--- src/rtl/q22_pkg.sv ---
//==============================================================================
// Module      : q22_pkg
// Description : Shared Q2.2 / Q3.2 widths, limits and averager state encoding.
// Revision    : 1.0  initial release
//==============================================================================
`default_nettype none

package q22_pkg;

    localparam int Q22_W   = 5;
    localparam int Q32_W   = 6;
    localparam int Q22_MAX = 15;
    localparam int Q22_MIN = -16;

    typedef enum logic [1:0] {
        IDLE  = 2'd0,
        ACCUM = 2'd1,
        DONE  = 2'd2
    } state_t;

endpackage

`default_nettype wire

--- src/rtl/q22_saturate.sv ---
//==============================================================================
// Module      : q22_saturate
// Description : Combinational clip of a signed value to OUT_W bits, with sat flag.
// Revision    : 1.0  initial release
//==============================================================================
`default_nettype none

module q22_saturate #(
    parameter int IN_W  = 10,
    parameter int OUT_W = 5
) (
    input  logic signed [IN_W-1:0]  val_i,
    output logic        [OUT_W-1:0] val_o,
    output logic                    sat_o
);

    generate
        if (IN_W <= OUT_W) begin : g_width_check
            $error("q22_saturate: IN_W must exceed OUT_W");
        end
    endgenerate

    // The value fits iff every bit from the target sign bit upward is identical.
    logic [IN_W-OUT_W:0] w_upper;
    logic                w_fits;

    assign w_upper = val_i[IN_W-1:OUT_W-1];
    assign w_fits  = (&w_upper) | ~(|w_upper);

    always_comb begin
        sat_o = ~w_fits;
        val_o = val_i[OUT_W-1:0];
        if (!w_fits) begin
            if (val_i[IN_W-1]) begin
                val_o = {1'b1, {(OUT_W-1){1'b0}}};
            end else begin
                val_o = {1'b0, {(OUT_W-1){1'b1}}};
            end
        end
    end

endmodule

`default_nettype wire

--- src/rtl/q22_sum_averager.sv ---
//==============================================================================
// Module      : q22_sum_averager
// Description : Accumulates blocks of 2**LOG2_CNT Q3.2 sums, emits saturated Q2.2 mean.
// Revision    : 1.0  initial release
//==============================================================================
`default_nettype none

module q22_sum_averager
    import q22_pkg::*;
#(
    parameter int SUM_W    = Q32_W,
    parameter int OUT_W    = Q22_W,
    parameter int LOG2_CNT = 2,
    parameter int ACC_W    = 10
) (
    input  logic             clk,
    input  logic             rst_n,
    input  logic             clear,
    input  logic             in_valid,
    output logic             in_ready,
    input  logic [SUM_W-1:0] sum_in,
    output logic             out_valid,
    input  logic             out_ready,
    output logic [OUT_W-1:0] mean_out,
    output logic [ACC_W-1:0] acc_out,
    output logic             sat_out
);

    generate
        if (ACC_W < SUM_W + LOG2_CNT) begin : g_acc_width_check
            $error("q22_sum_averager: ACC_W too small for a full block");
        end
        if (LOG2_CNT < 1 || LOG2_CNT > 4) begin : g_cnt_range_check
            $error("q22_sum_averager: LOG2_CNT must be 1..4");
        end
    endgenerate

    localparam logic [LOG2_CNT-1:0] c_LAST = '1;

    state_t                    state_q,   state_d;
    logic signed [ACC_W-1:0]   acc_q,     acc_d;
    logic [LOG2_CNT-1:0]       cnt_q,     cnt_d;
    logic [OUT_W-1:0]          mean_q,    mean_d;
    logic [ACC_W-1:0]          acc_out_q, acc_out_d;
    logic                      sat_q,     sat_d;

    logic signed [ACC_W-1:0]   w_sum_ext;
    logic signed [ACC_W-1:0]   w_s;
    logic signed [ACC_W-1:0]   w_shift;
    logic [OUT_W-1:0]          w_mean_sat;
    logic                      w_sat;

    assign w_sum_ext = {{(ACC_W-SUM_W){sum_in[SUM_W-1]}}, sum_in};
    assign w_s       = acc_q + w_sum_ext;
    assign w_shift   = w_s >>> LOG2_CNT;

    q22_saturate #(
        .IN_W  (ACC_W),
        .OUT_W (OUT_W)
    ) u_sat (
        .val_i (w_shift),
        .val_o (w_mean_sat),
        .sat_o (w_sat)
    );

    always_ff @(posedge clk or negedge rst_n) begin
        if (!rst_n) begin
            state_q   <= IDLE;
            acc_q     <= '0;
            cnt_q     <= '0;
            mean_q    <= '0;
            acc_out_q <= '0;
            sat_q     <= 1'b0;
        end else begin
            state_q   <= state_d;
            acc_q     <= acc_d;
            cnt_q     <= cnt_d;
            mean_q    <= mean_d;
            acc_out_q <= acc_out_d;
            sat_q     <= sat_d;
        end
    end

    always_comb begin
        state_d   = state_q;
        acc_d     = acc_q;
        cnt_d     = cnt_q;
        mean_d    = mean_q;
        acc_out_d = acc_out_q;
        sat_d     = sat_q;

        if (clear) begin
            state_d   = IDLE;
            acc_d     = '0;
            cnt_d     = '0;
            mean_d    = '0;
            acc_out_d = '0;
            sat_d     = 1'b0;
        end else begin
            unique case (state_q)
                IDLE: begin
                    state_d = ACCUM;
                    acc_d   = '0;
                    cnt_d   = '0;
                end
                ACCUM: begin
                    if (in_valid) begin
                        if (cnt_q == c_LAST) begin
                            // Final sample bypasses acc and lands directly in the result.
                            state_d   = DONE;
                            acc_out_d = w_s;
                            mean_d    = w_mean_sat;
                            sat_d     = w_sat;
                            acc_d     = '0;
                            cnt_d     = '0;
                        end else begin
                            acc_d = w_s;
                            cnt_d = cnt_q + LOG2_CNT'(1);
                        end
                    end
                end
                DONE: begin
                    if (out_ready) begin
                        state_d = ACCUM;
                        acc_d   = '0;
                        cnt_d   = '0;
                    end
                end
                default: begin
                    state_d = IDLE;
                    acc_d   = '0;
                    cnt_d   = '0;
                end
            endcase
        end
    end

    assign in_ready  = (state_q == ACCUM);
    assign out_valid = (state_q == DONE);
    assign mean_out  = mean_q;
    assign acc_out   = acc_out_q;
    assign sat_out   = sat_q;

endmodule

`default_nettype wire
--- config.mk ---
export PLATFORM = sky130hd
export DESIGN_NAME = q22_sum_averager
export DESIGN_NICKNAME = d
export VERILOG_FILES = /design/src/rtl/q22_pkg.sv /design/src/rtl/q22_saturate.sv /design/src/rtl/q22_sum_averager.sv
export SDC_FILE = /design/constraint.sdc
export NUM_CORES = 1
export LEC_CHECK = 0
export BUFFER_PORTS_ARGS = -buffer_cell sky130_fd_sc_hd__buf_2
export CAP_MARGIN = 40
export CORE_UTILIZATION = 35
export DETAILED_ROUTE_END_ITERATION = 6
export HOLD_SLACK_MARGIN = 0.1
export SLEW_MARGIN = 10
export SYNTH_ARGS = -nofsm -noshare
export SYNTH_HDL_FRONTEND = slang
export SYNTH_SLANG_ARGS = --single-unit
--- constraint.sdc ---
create_clock -name clk -period 4.8 [get_ports clk]
set_clock_uncertainty 0.15 [all_clocks]
set_input_delay 0.96 -clock clk [delete_from_list [all_inputs] [get_ports clk]]
set_output_delay 0.96 -clock clk [all_outputs]
set_load 0.02 [all_outputs]
# == After elaboration in Yosys (flattened, before gate mapping) ==
# Index checks and enable logic that the tools add are counted.
# word_totals
out_inout_bits,18
ff_bits,30
# classes
addsub,2
n_reduce_logical,9
muxes,29
eq_ne,6
n_bitwise,3
# ops
cell,n
$mux W10,8
$mux W5,6
$pmux W10 S2,1
$mux W2,8
$add A10 B6 Y10,1
$ne A3 B2 Y1 const B,2
$pmux W2 S3,1
$reduce_and A3 Y1,2
$reduce_bool A2 Y1,3
$eq A2 B2 Y1 const B,2
$mux W1,4
$pmux W2 S2,1
$reduce_and A4 Y1,1
$reduce_or A4 Y1,1
$ne A3 B3 Y1 const B,1
$add A2 B1 Y2 const B,1
$eq A2 B1 Y1 const B,1
$logic_not A2 Y1,1
$not A1 Y1,2
$reduce_and A2 Y1,1
$or A1 B1 Y1,1

# == Longest topological paths before layout ==
# depth
ltp_word,9
ltp_mapped,9
ltp_nobuf,9

# == Hierarchy ==
# From an unflattened synthesis, not the netlist that was laid out.
# unflattened
cells_unflattened,182
hier_area_um2,1720.4
# by_module_without_submodules
mod,area_per_inst_um2,cells_each,instances
q22_sum_averager,1630.3,168,1
q22_saturate,90.1,14,1

# == Worst setup path after synthesis ==
# No wires, ideal clock.
# synth_timing
path_type,input-to-reg
startpoint,input sum_in[0]
endpoint,register mean_q[0] (netlist: mean_out[0])
path_slack_ns,1.651
setup_ns,0.127
arrival_time_ns,2.872
path_buffers,0
stages,9
path_cell_list,ha_1 inv_1 fa_1 nand2b_1 a21oi_1 a21oi_1 xor2_1 a311oi_2 a221o_2
# synth_between
elab_chain_cells,9
word_cells_on_any_way,11
cone_classes,1 x add/sub; 6 x mux; 2 x bitwise; 2 x reduce/logical
# synth_rtl
element,line,source
from (decl),q22_sum_averager.sv:21,"input logic [SUM_W-1:0] sum_in,"
$add A10 B6 Y10 (*),q22_sum_averager.sv:54,assign w_s = acc_q + w_sum_ext;
$reduce_or A4 Y1,q22_saturate.sv:28,assign w_fits = (&w_upper) | ~(|w_upper);
$not A1 Y1,q22_saturate.sv:28,
$or A1 B1 Y1,q22_saturate.sv:28,
$mux W5 (*),q22_saturate.sv:33,if (!w_fits) begin
$mux W5 (*),q22_sum_averager.sv:108,if (cnt_q == c_LAST) begin
$mux W5 (*),q22_sum_averager.sv:107,if (in_valid) begin
$mux W5 (*),q22_sum_averager.sv:100,unique case (state_q)
$mux W5 (*),q22_sum_averager.sv:92,if (clear) begin
to (signal assigned),q22_sum_averager.sv:78,mean_q <= mean_d;
to (decl),q22_sum_averager.sv:43,"logic [OUT_W-1:0] mean_q, mean_d;"
# Every way passes the cells marked *; elsewhere a longest branch is shown, timed or not. The select of a mux whose other input is x is not followed.
# A chain may end at the register's enable or synchronous reset.

# == Worst setup path after layout ==
# layout_timing
startpoint,input sum_in[0]
endpoint,register mean_q[1] (netlist: mean_out[1])
# The elaborated chain is that of the path after synthesis.

==> impl_metrics.json <==
{
  "numCtsBuffers": 5,
  "endpoint_kind": "register",
  "syn-num-nets": 206,
  "clk_path_buf_depth": 2,
  "cts_max_level": 2,
  "synth_fa_ha_area_share_pct": 8.280,
  "finalCoreUtilization_pct": 41.93,
  "drc": 0,
  "synth_top_family_by_area": "compound AO/OA/AOI/OAI gates",
  "syn-cell-area_mm2": 0.001753,
  "syn_inst": 184,
  "yosysWarningCount": 0,
  "worstPathMaxFanout": 5,
  "ys_ff_latch": 29,
  "ir_drop_uv": 146.7,
  "fin_crit_sh_pct": 66.24,
  "slew_headroom_pct": 42.02,
  "fin_setup_tns_ns": 0,
  "num_rows": 25,
  "async_flop_share_pct": 100.0,
  "hold_viol_final": 0,
  "final_nets": 233,
  "grt.overflow.total": 0,
  "synth_edf_count": 0,
  "ctsResizeCount": 0,
  "final-max-slew-violation-count": 0,
  "hpwl_um": 2778,
  "setup_violations": 0,
  "grt_pass1_wl_um": 6037,
  "die_y_um": 72.77,
  "met3_usage_pct": 3.867,
  "clk_latency_ns": 0.27,
  "ctsHoldBuffers": 0,
  "muxShareOfSynthArea_pct": 0,
  "tritoncts": "done",
  "grt_max_degree": 30,
  "antenna_cells": 0,
  "start_util_pct": 36.63,
  "io_pins": 29,
  "ant_nets": 0,
  "routedWlPerCell_um": 12.91,
  "synth_ff_type": "dfrtp_1",
  "synth_seq_area_share_pct": 41.40,
  "grt_util_met2_pct": 24.30,
  "routabilityCongestion": 0.7650,
  "dieArea_mm2": 0.005295,
  "clock_sinks": 29,
  "hold_class": "reg -> reg",
  "maxCapViolations": 0,
  "first_pass_iters": 4,
  "syn2layout_area_growth_pct": 14.49,
  "crit_type": "in -> reg",
  "start_kind": "input port",
  "synth_compound_area_share_pct": 23.98,
  "p_leak_nw": 0.9427,
  "post-cts-setup-buffers": 0,
  "status": "complete, no violations",
  "yosys.area_share.xor_xnor_pct": 2.998,
  "rsz0062_at_grt": "no",
  "synth-simple-area-share_pct": 18.63,
  "worst_ep_arrival_time_ns": 3.19,
  "final.min_clock_period_ns": 3.179,
  "grt_use_met1_pct": 19.90,
  "cts-root-buf": "clkbuf_8",
  "chipWidth_um": 72.77,
  "power_density_mw_per_mm2": 271.0,
  "portBuffers": 28,
  "antenna_found_initial": 0,
  "drtIter0Drc": 98,
  "routed_wl_um": 3590,
  "cp.required_ns": 4.81,
  "layout-drive-gt1-share_pct": 24.64,
  "syn_area_per_cell_um2": 9.527,
  "routed_via_density": 4.932,
  "grt_usage_pct": 14.99,
  "worst_pin_slew_ns": 0.8697,
  "cts.clk_slew.worst_paths_ns": 0.06,
  "via_count": 1371,
  "synth.distinct_cells": 42,
  "grt-busiest-layer": "met2",
  "first_global_vias": 1326,
  "fp.coreArea_mm2": 0.004786,
  "max_freq_ghz": 0.3145
}
==> cell usage after synthesis, types with 2 or more instances <==
master	number	area (um^2)
dfrtp_1	29	725.7
nand2_1	25	93.84
a21oi_1	21	105.1
nor2_1	18	67.56
ha_1	10	125.1
o21ai_0	8	40.04
inv_1	7	26.28
a22o_1	5	43.79
nand3_1	5	25.02
nor2b_1	5	31.28
clkbuf_1	4	15.01
nand2b_1	4	25.02
a211oi_1	3	22.52
a221o_2	3	33.78
and3_1	3	18.77
buf_6	3	33.78
xnor2_1	3	26.28
xor2_1	3	26.28
o21a_1	2	15.01
==> final cells by class <==
class | instances | area [um^2]
fill | 473 | 2779
clock buffer | 7 | 86.33
sequential | 29 | 725.7
timing repair buffer | 28 | 140.1
inverter | 7 | 26.28
multi-input combinational | 140 | 944.7
tap | 67 | 83.83
==> final timing paths <==
kind	cells past startpoint	slack, ns	endpoint	from
setup reg to reg	9	2.03	mean_out[1]	acc_q[0]
hold / removal	2	0.34	acc_q[7]	acc_q[7]
min in group asynchronous	1	0.55	state_q[0]	rst_n
hold reg to reg	2	0.34	acc_q[7]	acc_q[7]
max in group asynchronous	1	3.54	acc_out[4]	rst_n
setup / recovery	10	1.62	mean_out[1]	sum_in[0]
==> through the flow <==
step / total power, mW / worst slack [ns] / instances / hold slack [ns] / instance area (um^2)
global route: 0.5765 / 1.464 / 278 / 0.3722 / 2007
global placement: 0.3526 / 1.391 / 271 / 0.3216 / 1921
floorplan: 0.3289 / 1.651 / 184 / 0.3038 / 1753
finish: 0.5438 / 1.621 / 278 / 0.3427 / 2007
detailed placement: 0.3535 / 1.313 / 271 / 0.3337 / 1921
CTS: 0.5513 / 1.598 / 278 / 0.3463 / 2007
==> cells by family (layout without fill, tap and decap cells) <==
kind of cell / Yosys count / count (layout)
AND/OR/NAND/NOR: 68 / 68
flip-flops: 29 / 29
buffers and inverters: 15 / 42
AO/OA/AOI/OAI: 55 / 55
adder cells (fa/ha/maj): 11 / 11
XOR/XNOR: 6 / 6
==> registers in the layout, summed over array words and instances, names as in the netlist <==
register,count
state_q,2
cnt_q,2
mean_out,4
acc_out,10
acc_q,10
sat_out,1
==> placed cells by master, fill, tap and decap left out, types with 4 or more instances in the layout <==
cell type | Yosys | routed
nand2b_1 | 4 | 4
clkbuf_8 | 0 | 6
nand2_1 | 25 | 25
dfrtp_1 | 29 | 29
nand3_1 | 5 | 5
nor2_1 | 18 | 18
ha_1 | 10 | 10
a22o_1 | 5 | 5
a21oi_1 | 21 | 21
nor2b_1 | 5 | 5
inv_1 | 7 | 7
o21ai_0 | 8 | 8
buf_2 | 0 | 28
==> worst max-delay path, cell delays in order <==
cell and delay [ns]:
buf_2 0.08, ha_1 0.16, inv_1 0.05, fa_1 0.40, nand2b_1 0.20, a21oi_1 0.22
a21oi_1 0.11, xor2_1 0.43, a311oi_2 0.24, a221o_2 0.34
==> metal layers <==
| metal | part of all wire, % | routed length (um) |
|---|---|---|
| met5 | 0 | 0 |
| met4 | 0.61 | 22 |
| met3 | 3.7 | 132 |
| met2 | 47 | 1670 |
| met1 | 49 | 1765 |
==> report_power, final <==
part	total, mW	leakage (nW)	internal [mW]	switching, mW
clock	0.196	0.0443	0.113	0.0825
sequential	0.253	0.399	0.250	0.00331
combinational	0.0952	0.499	0.0358	0.0594
(Power assumes the default switching activity.)
